**config.mk**
```make
export PLATFORM = sky130hd
export DESIGN_NAME = sd_block_reader_flat
export DESIGN_NICKNAME = d
export VERILOG_FILES = /design/src/rtl/sd_pkg.sv /design/src/rtl/sd_block_reader_if.sv /design/src/rtl/sd_cmd_sender.sv /design/src/rtl/sd_block_reader.sv /design/src/flat_wrapper.sv
export SDC_FILE = /design/constraint.sdc
export NUM_CORES = 1
export LEC_CHECK = 0
export ABC_AREA = 1
export CAP_MARGIN = 10
export CORE_MARGIN = 1.5
export CORE_UTILIZATION = 35
export CTS_BUF_LIST = sky130_fd_sc_hd__clkbuf_16
export CTS_CLUSTER_SIZE = 25
export DETAILED_ROUTE_END_ITERATION = 10
export DONT_BUFFER_PORTS = 1
export GPL_ROUTABILITY_DRIVEN = 0
export MAX_ROUTING_LAYER = met4
export RECOVER_POWER = 25
export SYNTH_ARGS = -nofsm -noshare
export SYNTH_HDL_FRONTEND = slang
export SYNTH_SLANG_ARGS = --single-unit
```
**constraint.sdc**
```tcl
create_clock -name clk_i -period 6.4 [get_ports clk_i]
set_clock_uncertainty 0.15 [all_clocks]
set_input_delay 1.28 -clock clk_i [delete_from_list [all_inputs] [get_ports clk_i]]
set_output_delay 1.28 -clock clk_i [all_outputs]
set_load 0.005 [all_outputs]
```
**src/rtl/sd_pkg.sv**
```systemverilog
// Shared SD-card SPI-mode constants, error codes and reader states.
// Also holds the CMD17 argument builder used by the block readers.
package sd_pkg;

  localparam logic [7:0] CMD17       = 8'h51;
  localparam logic [7:0] CMD17_CRC   = 8'h01;
  localparam logic [7:0] TOKEN_START = 8'hFE;
  localparam logic [7:0] BYTE_IDLE   = 8'hFF;
  localparam logic [7:0] R1_READY    = 8'h00;

  typedef enum logic [1:0] {
    ErrNone      = 2'b00,
    ErrR1Timeout = 2'b01,
    ErrR1Bad     = 2'b10,
    ErrToken     = 2'b11
  } err_code_e;

  typedef enum logic [2:0] {
    StIdle,
    StCmd,
    StR1,
    StToken,
    StData,
    StCrc,
    StTail,
    StErr
  } rd_state_e;

  // SDSC cards take a byte address, SDHC/SDXC take the sector number directly.
  function automatic logic [31:0] sd_arg(input logic is_sdhc, input logic [31:0] lba);
    return is_sdhc ? lba : {lba[22:0], 9'd0};
  endfunction

endpackage

```
**src/rtl/sd_block_reader_if.sv**
```systemverilog
// Connection to the shared spi_master_byte engine.
interface sd_block_reader_if;

  logic [15:0] spi_div;
  logic        spi_start;
  logic [7:0]  spi_mosi;
  logic        spi_busy;
  logic        spi_done;
  logic [7:0]  spi_miso;

  modport master (
    output spi_div, spi_start, spi_mosi,
    input  spi_busy, spi_done, spi_miso
  );

  modport slave (
    input  spi_div, spi_start, spi_mosi,
    output spi_busy, spi_done, spi_miso
  );

endinterface

```
**src/rtl/sd_cmd_sender.sv**
```systemverilog
// 6-byte SD command serializer plus single-byte issue logic for the SPI byte engine.
// Guarantees exactly one engine start per byte, even when the engine raises busy late.
module sd_cmd_sender
  import sd_pkg::*;
(
  input  logic        clk_i,
  input  logic        rst_i,
  input  logic        cmd_start_i,
  input  logic [7:0]  cmd_idx_i,
  input  logic [31:0] cmd_arg_i,
  input  logic [7:0]  cmd_crc_i,
  output logic        cmd_done_o,
  input  logic        byte_req_i,
  input  logic [7:0]  byte_val_i,
  output logic        byte_done_o,
  output logic [7:0]  byte_miso_o,
  output logic        spi_start_o,
  output logic [7:0]  spi_mosi_o,
  input  logic        spi_busy_i,
  input  logic        spi_done_i,
  input  logic [7:0]  spi_miso_i
);

  logic        cmd_active_q, cmd_active_d;
  logic [2:0]  idx_q, idx_d;
  logic [47:0] frame_q, frame_d;
  logic        in_flight_q, in_flight_d;
  logic        done_seen;

  assign byte_miso_o = spi_miso_i;

  always_comb begin
    cmd_active_d = cmd_active_q;
    idx_d        = idx_q;
    frame_d      = frame_q;
    in_flight_d  = in_flight_q;
    cmd_done_o   = 1'b0;
    byte_done_o  = 1'b0;
    // A done with nothing in flight is a leftover from before a reset.
    done_seen    = spi_done_i & in_flight_q;

    spi_start_o = (cmd_active_q | byte_req_i) & ~spi_busy_i & ~spi_done_i & ~in_flight_q;
    if (cmd_active_q) begin
      spi_mosi_o = frame_q[47:40];
    end else if (byte_req_i) begin
      spi_mosi_o = byte_val_i;
    end else begin
      spi_mosi_o = BYTE_IDLE;
    end

    if (cmd_start_i) begin
      cmd_active_d = 1'b1;
      idx_d        = 3'd0;
      frame_d      = {cmd_idx_i, cmd_arg_i, cmd_crc_i};
    end

    if (spi_start_o) begin
      in_flight_d = 1'b1;
    end

    if (done_seen) begin
      in_flight_d = 1'b0;
      if (cmd_active_q) begin
        frame_d = {frame_q[39:0], BYTE_IDLE};
        if (idx_q == 3'd5) begin
          cmd_active_d = 1'b0;
          cmd_done_o   = 1'b1;
        end else begin
          idx_d = idx_q + 3'd1;
        end
      end else begin
        byte_done_o = 1'b1;
      end
    end
  end

  always_ff @(posedge clk_i) begin
    if (rst_i) begin
      cmd_active_q <= 1'b0;
      idx_q        <= 3'd0;
      frame_q      <= 48'd0;
      in_flight_q  <= 1'b0;
    end else begin
      cmd_active_q <= cmd_active_d;
      idx_q        <= idx_d;
      frame_q      <= frame_d;
      in_flight_q  <= in_flight_d;
    end
  end

endmodule

```
**src/rtl/sd_block_reader.sv**
```systemverilog
// Single-sector CMD17 read engine for an SD card in SPI mode.
// Streams the 512 data bytes out as one-cycle dout_valid pulses.
module sd_block_reader
  import sd_pkg::*;
#(
  parameter logic [15:0] FAST_DIV       = 16'd2,
  parameter logic [7:0]  R1_POLL_MAX    = 8'd16,
  parameter logic [15:0] TOKEN_POLL_MAX = 16'd50000
) (
  input  logic               clk_i,
  input  logic               rst_i,
  input  logic               init_ready_i,
  input  logic               is_sdhc_i,
  input  logic               rd_start_i,
  input  logic [31:0]        rd_addr_i,
  output logic               rd_busy_o,
  output logic               rd_done_o,
  output logic               rd_err_o,
  output logic [1:0]         err_code_o,
  output logic [7:0]         dout_o,
  output logic               dout_valid_o,
  output logic               dout_last_o,
  sd_block_reader_if.master  spi_io,
  output logic               sd_cs_n_o
);

  rd_state_e   state_q, state_d;
  logic [15:0] cnt_q, cnt_d;
  err_code_e   err_code_q, err_code_d;
  logic [7:0]  dout_q, dout_d;
  logic        valid_q, valid_d;
  logic        last_q, last_d;
  logic        done_q, done_d;
  logic        err_q, err_d;

  logic        cmd_start;
  logic        cmd_done;
  logic        byte_req;
  logic        byte_done;
  logic [7:0]  miso;

  assign spi_io.spi_div = FAST_DIV;
  assign rd_busy_o      = (state_q != StIdle);
  assign sd_cs_n_o      = (state_q == StIdle) | (state_q == StTail) | (state_q == StErr);
  assign rd_done_o      = done_q;
  assign rd_err_o       = err_q;
  assign err_code_o     = err_code_q;
  assign dout_o         = dout_q;
  assign dout_valid_o   = valid_q;
  assign dout_last_o    = last_q;

  sd_cmd_sender u_cmd_sender (
    .clk_i       (clk_i),
    .rst_i       (rst_i),
    .cmd_start_i (cmd_start),
    .cmd_idx_i   (CMD17),
    .cmd_arg_i   (sd_arg(is_sdhc_i, rd_addr_i)),
    .cmd_crc_i   (CMD17_CRC),
    .cmd_done_o  (cmd_done),
    .byte_req_i  (byte_req),
    .byte_val_i  (BYTE_IDLE),
    .byte_done_o (byte_done),
    .byte_miso_o (miso),
    .spi_start_o (spi_io.spi_start),
    .spi_mosi_o  (spi_io.spi_mosi),
    .spi_busy_i  (spi_io.spi_busy),
    .spi_done_i  (spi_io.spi_done),
    .spi_miso_i  (spi_io.spi_miso)
  );

  always_comb begin
    state_d    = state_q;
    cnt_d      = cnt_q;
    err_code_d = err_code_q;
    dout_d     = dout_q;
    valid_d    = 1'b0;
    last_d     = 1'b0;
    done_d     = 1'b0;
    err_d      = 1'b0;
    cmd_start  = 1'b0;
    byte_req   = 1'b0;

    unique case (state_q)
      StIdle: begin
        if (rd_start_i && init_ready_i) begin
          cmd_start  = 1'b1;
          err_code_d = ErrNone;
          state_d    = StCmd;
        end
      end
      StCmd: begin
        if (cmd_done) begin
          cnt_d   = 16'd0;
          state_d = StR1;
        end
      end
      StR1: begin
        byte_req = 1'b1;
        if (byte_done) begin
          if (miso == R1_READY) begin
            cnt_d   = 16'd0;
            state_d = StToken;
          end else if (miso != BYTE_IDLE) begin
            err_code_d = ErrR1Bad;
            state_d    = StErr;
          end else if (cnt_q + 16'd1 == {8'd0, R1_POLL_MAX}) begin
            err_code_d = ErrR1Timeout;
            state_d    = StErr;
          end else begin
            cnt_d = cnt_q + 16'd1;
          end
        end
      end
      StToken: begin
        byte_req = 1'b1;
        if (byte_done) begin
          if (miso == TOKEN_START) begin
            cnt_d   = 16'd0;
            state_d = StData;
          end else if ((miso[7:4] == 4'h0) || (cnt_q + 16'd1 == TOKEN_POLL_MAX)) begin
            // Upper nibble zero is a data error token from the card.
            err_code_d = ErrToken;
            state_d    = StErr;
          end else begin
            cnt_d = cnt_q + 16'd1;
          end
        end
      end
      StData: begin
        byte_req = 1'b1;
        if (byte_done) begin
          dout_d  = miso;
          valid_d = 1'b1;
          if (cnt_q[8:0] == 9'd511) begin
            last_d  = 1'b1;
            cnt_d   = 16'd0;
            state_d = StCrc;
          end else begin
            cnt_d = cnt_q + 16'd1;
          end
        end
      end
      StCrc: begin
        byte_req = 1'b1;
        if (byte_done) begin
          if (cnt_q[0]) begin
            state_d = StTail;
          end else begin
            cnt_d = cnt_q + 16'd1;
          end
        end
      end
      StTail: begin
        byte_req = 1'b1;
        if (byte_done) begin
          done_d  = 1'b1;
          state_d = StIdle;
        end
      end
      StErr: begin
        byte_req = 1'b1;
        if (byte_done) begin
          err_d   = 1'b1;
          state_d = StIdle;
        end
      end
      default: state_d = StIdle;
    endcase
  end

  always_ff @(posedge clk_i) begin
    if (rst_i) begin
      state_q    <= StIdle;
      cnt_q      <= 16'd0;
      err_code_q <= ErrNone;
      dout_q     <= 8'd0;
      valid_q    <= 1'b0;
      last_q     <= 1'b0;
      done_q     <= 1'b0;
      err_q      <= 1'b0;
    end else begin
      state_q    <= state_d;
      cnt_q      <= cnt_d;
      err_code_q <= err_code_d;
      dout_q     <= dout_d;
      valid_q    <= valid_d;
      last_q     <= last_d;
      done_q     <= done_d;
      err_q      <= err_d;
    end
  end

endmodule

```
**src/flat_wrapper.sv**
```systemverilog
// flat-port wrapper written by rule: the top's interface ports become plain ports
module sd_block_reader_flat import sd_pkg::*;
#(
  parameter logic [15:0] FAST_DIV       = 16'd2,
  parameter logic [7:0]  R1_POLL_MAX    = 8'd16,
  parameter logic [15:0] TOKEN_POLL_MAX = 16'd50000
)
  (clk_i, rst_i, init_ready_i, is_sdhc_i, rd_start_i, rd_addr_i, rd_busy_o, rd_done_o, rd_err_o, err_code_o, dout_o, dout_valid_o, dout_last_o, sd_cs_n_o, spi_io_spi_div, spi_io_spi_start, spi_io_spi_mosi, spi_io_spi_busy, spi_io_spi_done, spi_io_spi_miso);
  sd_block_reader_if spi_io_i ();
  input  logic clk_i;
  input  logic rst_i;
  input  logic init_ready_i;
  input  logic is_sdhc_i;
  input  logic rd_start_i;
  input  logic [31:0] rd_addr_i;
  output logic rd_busy_o;
  output logic rd_done_o;
  output logic rd_err_o;
  output logic [1:0] err_code_o;
  output logic [7:0] dout_o;
  output logic dout_valid_o;
  output logic dout_last_o;
  output logic sd_cs_n_o;
  output wire logic [$bits(spi_io_i.spi_div)-1:0] spi_io_spi_div;
  output wire logic [$bits(spi_io_i.spi_start)-1:0] spi_io_spi_start;
  output wire logic [$bits(spi_io_i.spi_mosi)-1:0] spi_io_spi_mosi;
  input wire logic [$bits(spi_io_i.spi_busy)-1:0] spi_io_spi_busy;
  input wire logic [$bits(spi_io_i.spi_done)-1:0] spi_io_spi_done;
  input wire logic [$bits(spi_io_i.spi_miso)-1:0] spi_io_spi_miso;
  assign spi_io_spi_div = spi_io_i.spi_div;
  assign spi_io_spi_start = spi_io_i.spi_start;
  assign spi_io_spi_mosi = spi_io_i.spi_mosi;
  assign spi_io_i.spi_busy = spi_io_spi_busy;
  assign spi_io_i.spi_done = spi_io_spi_done;
  assign spi_io_i.spi_miso = spi_io_spi_miso;
  sd_block_reader #(.FAST_DIV(FAST_DIV), .R1_POLL_MAX(R1_POLL_MAX), .TOKEN_POLL_MAX(TOKEN_POLL_MAX)) u_core (.clk_i(clk_i), .rst_i(rst_i), .init_ready_i(init_ready_i), .is_sdhc_i(is_sdhc_i), .rd_start_i(rd_start_i), .rd_addr_i(rd_addr_i), .rd_busy_o(rd_busy_o), .rd_done_o(rd_done_o), .rd_err_o(rd_err_o), .err_code_o(err_code_o), .dout_o(dout_o), .dout_valid_o(dout_valid_o), .dout_last_o(dout_last_o), .spi_io(spi_io_i), .sd_cs_n_o(sd_cs_n_o));
endmodule
```
==> flow_metrics.tcl, run 1 <==
set metrics [dict create \
    fin_total_pwr_mw 2.07 \
    slew_headroom_pct -18.3 \
    drc_errors 0 \
    numClockSinks 86 \
    critPathArrivalTime_ps 4180 \
    io_pins 88 \
    grt_pass1_vias 4088 \
    final_area_mm2 0.00530 \
    rsz0062_at_grt "false" \
    setup-tns-final_ps 0 \
    portBuffers 0 \
    ys_warn_count 0 \
    wl_mm 12.1 \
    antenna_found_initial 1 \
    synth.ff_latch_count 86 \
    crit_fanout 35 \
    dp_cells 940 \
    grt_pass1_wl_mm 20.0 \
    finalSetupViolCount 0 \
    met3_usage_pct 3.46 \
    worst_pin_slew_ps 1770 \
    dp_slack_ps 3000 \
    power.density_mw_per_mm2 390 \
    drt_first_pass_iters 5 \
    clock.fmax_mhz 245 \
    timing.rr.start "u_core.state_q[0]" \
    total_leakage_power_nw 2.40 \
    antenna_cells 0 \
    syn_avg_cell_area_um2 6.25 \
    grt_max_degree 50 \
    clock_path_buffers 2 \
    place_area_mm2 0.00500 \
    initial_core_util_pct 35.7 \
    drt_iter0_markers 356 \
    core_mm2 0.0139 \
    yosysSeqAreaShare_pct 34.7 \
    via_count 4627 \
    vias_per_cell 4.84 \
    grt_usage_pct 17.4 \
    grt-ovfl-total 0 \
    hold_path.class "register to register" \
    fin_cells 956 \
    hold-worst-slack_ps 306 \
    clk_pin_slew_ps 70 \
    violations "max-capacitance violations, max-slew violations" \
    fin_util_pct 38.2 \
    ant_nets 0 \
    ff2ff_setup_slack_ps 2420 \
    met1_usage_pct 23.3 \
    grt-busiest-layer "met2" \
    finalHoldViolCount 0 \
    die_h_um 122 \
    syn_area_mm2 0.00496 \
    outcome "finished, violations left" \
    criticalPathCategory "input port to register" \
    required_ps 6490 \
    die_area_mm2 0.0149 \
    fin_ws_ps 2310 \
    max-vdd-ir-drop_v 0.000216 \
    cts-buffers-inserted 9 \
    rr_worst_depth 10 \
    cts_resized 0 \
    cp-start-kind "input port" \
    min_period_ps 4090 \
    hold_buffers 0 \
    htree_levels 3 \
    cts_setup_buffers 0 \
    detail_route.wl_per_cell_um 12.6 \
    holdPathEnd "u_core.u_cmd_sender.frame_q[5]" \
    reg2reg_to "u_core.u_cmd_sender.idx_q[1]" \
    fillers 1541 \
    drive_gt1_share_pct 5.03 \
    synth_cells 793 \
    cts_tree "done" \
    rows 43 \
    yosysUniqueCellTypes 38 \
    hpwl_mm 8.67 \
    post-route-period-util_pct 63.9 \
    use_met2_pct 26.2 \
    clock_latency_ps 350 \
    layout.nets 824 \
    drv_slew 36 \
    maxCapViolations 1 \
    hp-start "u_core.u_cmd_sender.frame_q[5]" \
    end_kind "register" \
    dieWidth_um 122 \
    clockRootBuffer "clkbuf_16" \
    area_growth_pct 6.91 \
    hold_depth 2 \
]
logic make-up after synthesis:
logic type | after synthesis | synth area share, %
xor gates and xnor gates | 2 | 0.353
adders and majority gates | 6 | 1.51
other | 2 | 0.151
DFF | 86 | 34.7
and+or+nand+nor | 355 | 30.2
buffers and inverters | 166 | 14.1
AOI/OAI and AO/OA | 176 | 19.0
synthesized netlist by cell type, drive strengths merged:
cell,number,share of area (%)
clkinv,1,0.076
nor4,5,0.63
o21bai,2,0.38
conb,2,0.15
a211oi,4,0.61
buf,21,3.2
xor2,2,0.35
o22ai,2,0.25
o21a,4,0.61
a31oi,4,0.50
inv,115,8.7
nand4,13,1.6
o311ai,1,0.18
or2,5,0.63
a22oi,4,0.61
o211ai,1,0.15
nand3b,1,0.15
a21oi,55,5.6
nor2,101,8.5
nand2,193,15
o21ai,97,9.8
nand3,29,2.9
clkbuf,29,2.2
a2bb2oi,2,0.35
and3,1,0.13
dfxtp,86,35
nor3,7,0.71
ha,6,1.5
per-layer routing:
layer / up-vias / wire [µm]
met5: - / 0
met4: 0 / 144
met3: 10 / 392
met2: 71 / 5450
met1: 2096 / 6080
li1: 2450 / -
power breakdown:
part | total, mW | internal, mW | leakage, nW | switching, mW
Combinational | 0.762 | 0.258 | 1.55 | 0.504
Sequential | 0.765 | 0.646 | 0.701 | 0.119
Clock | 0.541 | 0.309 | 0.154 | 0.231
worst max-delay path: stages:
cell and delay (ps):
nand2_1 90, nor2_1 1340, clkinv_1 1000, nand2_1 280, o22ai_1 90, inv_1 60, nor2_1 30
flip-flops by register name, summed over array words and instances (netlist names), 2 cells and up:
register and cells:
u_core.cnt_q 16, u_core.dout_o 8, u_core.u_cmd_sender.idx_q 3, u_core.state_q 3
u_core.err_code_o 2, u_core.u_cmd_sender.frame_q 48
placed cells by master (no fill, tap or decap), types with 2 or more instances in the layout:
master / n
a22oi_1: 4
or2_2: 5
o22ai_1: 2
inv_1: 114
nand2_2: 5
inv_6: 2
xor2_1: 2
a2bb2oi_1: 2
o21ai_0: 95
o21a_1: 4
nand2_1: 188
o21ai_1: 2
nand4_1: 13
ha_1: 6
nor3_1: 7
nor2_4: 2
dfxtp_1: 86
a21oi_1: 55
clkbuf_16: 9
buf_4: 3
a211oi_1: 4
nor2_2: 5
nor4_1: 5
clkinv_2: 2
conb_1: 16
a31oi_1: 4
inv_8: 2
nand3_1: 29
nor2_1: 93
worst max path at each step:
stage | start | endpoint | slack (ps) | depth (start not counted)
2_1_floorplan | spi_io_spi_done | spi_io_spi_start | 3340 | 1
3_3_place_gp | spi_io_spi_done | u_core.u_cmd_sender.idx_q[1] | 3040 | 10
3_5_place_dp | spi_io_spi_done | u_core.u_cmd_sender.idx_q[1] | 3000 | 10
4_1_cts | spi_io_spi_done | spi_io_spi_start | 3300 | 1
5_1_grt | u_core.state_q[0] | u_core.u_cmd_sender.idx_q[1] | 1830 | 10
6_report | rd_start_i | u_core.u_cmd_sender.idx_q[1] | 2310 | 7
cell type report:
cell class	count	area, µm²	share of cell area, %
clock buffers	9	225	4.25
clock inverters	7	80.1	1.51
inverters	116	435	8.21
multi-input cells	555	2590	48.9
flip-flops and latches	86	1720	32.5
well taps	180	225	4.25
repair buffers	3	22.5	0.425
No activity file was read; power rests on OpenSTA's default activity.
==> run 2: changes to the inputs <==
==> constraint.sdc (replaced) <==
create_clock -name clk_i -period 4.18 [get_ports clk_i]
set_clock_uncertainty 0.15 [all_clocks]
set_input_delay 0.836 -clock clk_i [delete_from_list [all_inputs] [get_ports clk_i]]
set_output_delay 0.836 -clock clk_i [all_outputs]
set_load 0.005 [all_outputs]
==> flow_metrics.tcl, run 2 (synthesis results as in run 1) <==
set metrics [dict create \
    fin_ws_ps 1280 \
    finalSetupViolCount 0 \
    end_kind "register" \
    clk_pin_slew_ps 60 \
    drc_errors 0 \
    criticalPathCategory "register to register" \
    worst_pin_slew_ps 981 \
    via_count 4653 \
    outcome "complete, no violations" \
    clock_latency_ps 340 \
    switching_share_pct 41.2 \
    finalHoldViolCount 0 \
    drt_iter0_markers 345 \
    io_pins 88 \
    reg2reg_to "u_core.err_code_o[0]" \
    area_growth_pct 7.01 \
    min_period_ps 2900 \
    hp-start "u_core.u_cmd_sender.frame_q[2]" \
    crit_fanout 9 \
    grt_usage_pct 17.4 \
    die_h_um 122 \
    portBuffers 0 \
    max-vdd-ir-drop_v 0.000278 \
    final_common_cell "nand2_1" \
    fin_total_pwr_mw 3.15 \
    setup.worst_path.end "u_core.err_code_o[0]" \
    hold-worst-slack_ps 302 \
    slew_headroom_pct 34.5 \
    fin_cells 957 \
    cts_tree "done" \
    vias_per_cell 4.86 \
    hpwl_mm 8.76 \
    dieWidth_um 122 \
    fillers 1532 \
    total_leakage_power_nw 2.40 \
    grt_pass1_wl_mm 19.8 \
    core_mm2 0.0139 \
    rr_worst_depth 19 \
    hold_buffers 0 \
    largest-register "u_core.u_cmd_sender.frame_q" \
    grt_pass1_vias 4072 \
    maxCapViolations 0 \
    setup-tns-final_ps 0 \
    grt_max_degree 67 \
    critPathArrivalTime_ps 3030 \
    ant_nets 0 \
    layout.nets 825 \
    initial_core_util_pct 35.7 \
    timing.rr.start "u_core.cnt_q[0]" \
    intPower_mw 1.85 \
    die_area_mm2 0.0149 \
    combPwrFrac_pct 36.9 \
    cts_setup_buffers 0 \
    wl_mm 12.3 \
    final_cell_mix "nand2_1, inv_1, o21ai_0, nor2_1, dfxtp_1" \
    worstSetupStartpoint "u_core.cnt_q[0]" \
    cts-buffers-inserted 9 \
    power.density_mw_per_mm2 593 \
    rows 43 \
    ff2ff_setup_slack_ps 1280 \
    clockRootBuffer "clkbuf_16" \
    antenna_cells 0 \
    hold_path.class "register to register" \
    cts_resized 0 \
    detail_route.wl_per_cell_um 12.8 \
    htree_levels 3 \
    rsz0062_at_grt "false" \
    required_ps 4310 \
    drv_slew 0 \
    post-route-period-util_pct 69.3 \
    numClockSinks 86 \
    clock_path_buffers 2 \
    largest_reg_flops 48 \
    grt-ovfl-total 0 \
    p_sw_mw 1.30 \
    clockPowerShare_pct 25.8 \
    drive_gt1_share_pct 5.15 \
    antenna_found_initial 1 \
    p_seq_share_pct 37.3 \
    dp_slack_ps 1370 \
    clock.fmax_mhz 345 \
    dp_cells 941 \
    cp-start-kind "register" \
    drt_first_pass_iters 4 \
]
[run 2: cell count changes in the layout (fill, tap and decap cells not counted), sizes merged]
cell    delta
buf        +1
clkinv     +1
inv        -1
[run 2: through the flow]
step | area (µm²) | utilization (%)
global placement | 5010 | 36.1
finish | 5310 | 38.2
detailed placement | 5010 | 36.1
global route | 5310 | 38.2
CTS | 5310 | 38.2
floorplan | 5010 | -
[run 2: cell type report]
type / instances / area (µm²) / area share [%]
clock inverters: 7 / 70.1 / 1.32
flip-flops and latches: 86 / 1720 / 32.4
repair buffers: 4 / 30.0 / 0.566
well taps: 180 / 225 / 4.24
clock buffers: 9 / 225 / 4.24
inverters: 116 / 435 / 8.21
multi-input cells: 555 / 2600 / 49.0
[run 2: worst min path at each step]
stage	to	slack [ps]	depth (start not counted)
after floorplan	u_core.u_cmd_sender.frame_q[41]	280	2
after global placement	u_core.u_cmd_sender.frame_q[6]	290	2
after detailed placement	u_core.u_cmd_sender.frame_q[2]	290	2
after CTS	u_core.u_cmd_sender.frame_q[2]	300	2
after global routing	u_core.u_cmd_sender.frame_q[47]	320	2
final	u_core.u_cmd_sender.frame_q[2]	300	2
[run 2: power groups by stage]
stage / clock network, mW / logic, mW / registers (mW)
detailed placement: 0 / 1.16 / 1.19
global placement: 0 / 1.15 / 1.19
global route: 0.866 / 1.36 / 1.20
CTS: 0.832 / 1.17 / 1.17
finish: 0.812 / 1.16 / 1.17
floorplan: 0 / 0.998 / 1.13
[run 2: worst max-delay path, stage by stage, from the launching register on]
cell	delay, ps
dfxtp_1	520
ha_1	260
nand2_1	110
nor2_2	220
nand2_1	80
inv_1	60
ha_1	230
inv_1	90
nand3_1	80
nor2_1	100
nand2_1	60
nor2_1	90
nand2_1	110
nand2_1	150
nand2_1	70
nor2_1	160
o21ai_1	130
nand2_1	70
inv_1	30
nor2_1	70
[run 2: metal layers]
| layer | up-vias | track usage, % | wire length (µm) |
|---|---|---|---|
| met4 | 0 | 6.10 | 173 |
| li1 | 2451 | - | - |
| met1 | 2108 | 22.9 | 6080 |
| met2 | 84 | 26.8 | 5530 |
| met3 | 10 | 3.28 | 504 |
| met5 | - | - | 0 |
==> run 3: changes to the inputs <==
==> constraint.sdc (replaced) <==
create_clock -name clk_i -period 2.6 [get_ports clk_i]
set_clock_uncertainty 0.15 [all_clocks]
set_input_delay 0.52 -clock clk_i [delete_from_list [all_inputs] [get_ports clk_i]]
set_output_delay 0.52 -clock clk_i [all_outputs]
set_load 0.005 [all_outputs]
==> flow_metrics.tcl, run 3 (synthesis results as in run 1) <==
set metrics [dict create \
    outcome "complete, no violations" \
    grt-ovfl-total 0 \
    holdPathEnd "u_core.u_cmd_sender.frame_q[3]" \
    clock.fmax_mhz 414 \
    required_ps 2740 \
    hold_depth 1 \
    ant_nets 0 \
    drt_iter0_markers 296 \
    portBuffers 0 \
    cts_setup_buffers 0 \
    power.density_mw_per_mm2 956 \
    slew_headroom_pct 55.9 \
    fin_util_pct 39.6 \
    rsz0062_at_grt "true" \
    drive_gt1_share_pct 8.71 \
    wl_mm 12.5 \
    vias_per_cell 4.85 \
    dieWidth_um 122 \
    rows 43 \
    clock_path_buffers 2 \
    post-route-period-util_pct 92.8 \
    largest_reg_flops 48 \
    numClockSinks 86 \
    crit_fanout 6 \
    cp-start-kind "register" \
    fillers 1541 \
    die_area_mm2 0.0149 \
    slowest_delay_ps 350 \
    hpwl_mm 8.71 \
    via_count 4712 \
    htree_levels 3 \
    finalSetupViolCount 0 \
    io_pins 88 \
    clockRootBuffer "clkbuf_16" \
    rr_worst_depth 15 \
    hold-worst-slack_ps 101 \
    fin_total_pwr_mw 5.26 \
    detail_route.wl_per_cell_um 12.9 \
    hold_buffers 0 \
    worst_pin_slew_ps 660 \
    criticalPathCategory "register to register" \
    core_mm2 0.0139 \
    timing.rr.start "u_core.cnt_q[1]" \
    largest-register "u_core.u_cmd_sender.frame_q" \
    area_growth_pct 10.9 \
    finalHoldViolCount 0 \
    final_common_cell "nand2_1" \
    total_leakage_power_nw 2.47 \
    drt_first_pass_iters 6 \
    max-vdd-ir-drop_v 0.000521 \
    critPathArrivalTime_ps 2550 \
    reg2reg_to "u_core.cnt_q[13]" \
    grt_pass1_vias 4032 \
    hold_path.class "input port to register" \
    min_period_ps 2410 \
    worst-path-buf-inv 0 \
    hp-start "rst_i" \
    drv_slew 0 \
    path_cells "ha_4 -> nand3_1 -> o21bai_1 -> nand2_1 -> nand2_1 -> nor2_1 -> nand2_1 -> nor2_1 -> nand2_1 -> nand2_2 -> nand2_4 -> nand2_8 -> nor2_2 -> nor2_1 -> nor2_1" \
    critPathSlowestCell "dfxtp_2" \
    grt_max_degree 67 \
    ff2ff_setup_slack_ps 190 \
    final_cell_mix "nand2_1, inv_1, o21ai_0, nor2_1, dfxtp_1" \
    antenna_found_initial 0 \
    layout.nets 840 \
    antenna_cells 0 \
    initial_core_util_pct 35.7 \
    clk_pin_slew_ps 70 \
    cts-buffers-inserted 9 \
    grt_pass1_wl_mm 19.8 \
    clock_latency_ps 340 \
    end_kind "register" \
    die_h_um 122 \
    grt_usage_pct 17.3 \
    critPathTopFamily "simple AND/OR/NAND/NOR gates" \
    maxCapViolations 0 \
    cts_tree "done" \
    drc_errors 0 \
]
-- run 3: cell count changes in the layout (fill, tap and decap cells not counted), moves of 3 or more --
cell,before,now
dfxtp_2,0,6
clkinv_4,0,3
nor2_2,5,8
nor2_1,92,88
buf_4,4,15
nor2_4,3,6
dfxtp_1,86,80
-- run 3: final cells by class --
type | count | area [µm²] | area share, %
flip-flops and latches | 86 | 1730 | 31.5
inverters | 116 | 435 | 7.92
multi-input cells | 557 | 2690 | 48.9
clock inverters | 7 | 56.3 | 1.02
repair buffers | 17 | 136 | 2.48
well taps | 180 | 225 | 4.10
clock buffers | 9 | 225 | 4.10
-- run 3: timing repair --
action,CTS,global route
hold endpoints to repair,0,0
endpoints found under the setup margin,0,20
gates resized for setup,0,22
-- run 3: how the worst max path moves through the flow --
| stage | start | end | slack [ps] | cells after the start |
|---|---|---|---|---|
| 2_1_floorplan | u_core.cnt_q[0] | u_core.cnt_q[1] | 130 | 19 |
| 3_3_place_gp | u_core.cnt_q[0] | u_core.cnt_q[1] | 200 | 19 |
| 3_5_place_dp | u_core.cnt_q[0] | u_core.cnt_q[11] | 160 | 19 |
| 4_1_cts | u_core.cnt_q[0] | u_core.cnt_q[9] | 150 | 19 |
| 5_1_grt | u_core.cnt_q[1] | u_core.cnt_q[5] | -50 | 18 |
| 6_report | u_core.cnt_q[1] | u_core.cnt_q[13] | 190 | 15 |
-- run 3: through the flow --
stage	setup TNS [ps]	instance area (µm²)	instances	setup WS, ps
after CTS	0	5400	970	151
after floorplan	0	5010	807	130
after global placement	0	5120	954	203
final	0	5500	972	187
after detailed placement	0	5120	954	164
after global routing	-235	5500	972	-53.0
-- run 3: where the power goes --
group	internal, mW	switching, mW	total [mW]
Combinational	0.750	1.40	2.15
Sequential	1.60	0.274	1.88
Clock	0.660	0.575	1.23
-- run 3: routing by layer --
layer	global-route usage, %	vias up	wire [µm]
li1	-	2484	-
met1	22.9	2119	6080
met2	26.5	94	5720
met3	3.23	15	506
met4	6.03	0	223
met5	-	-	0
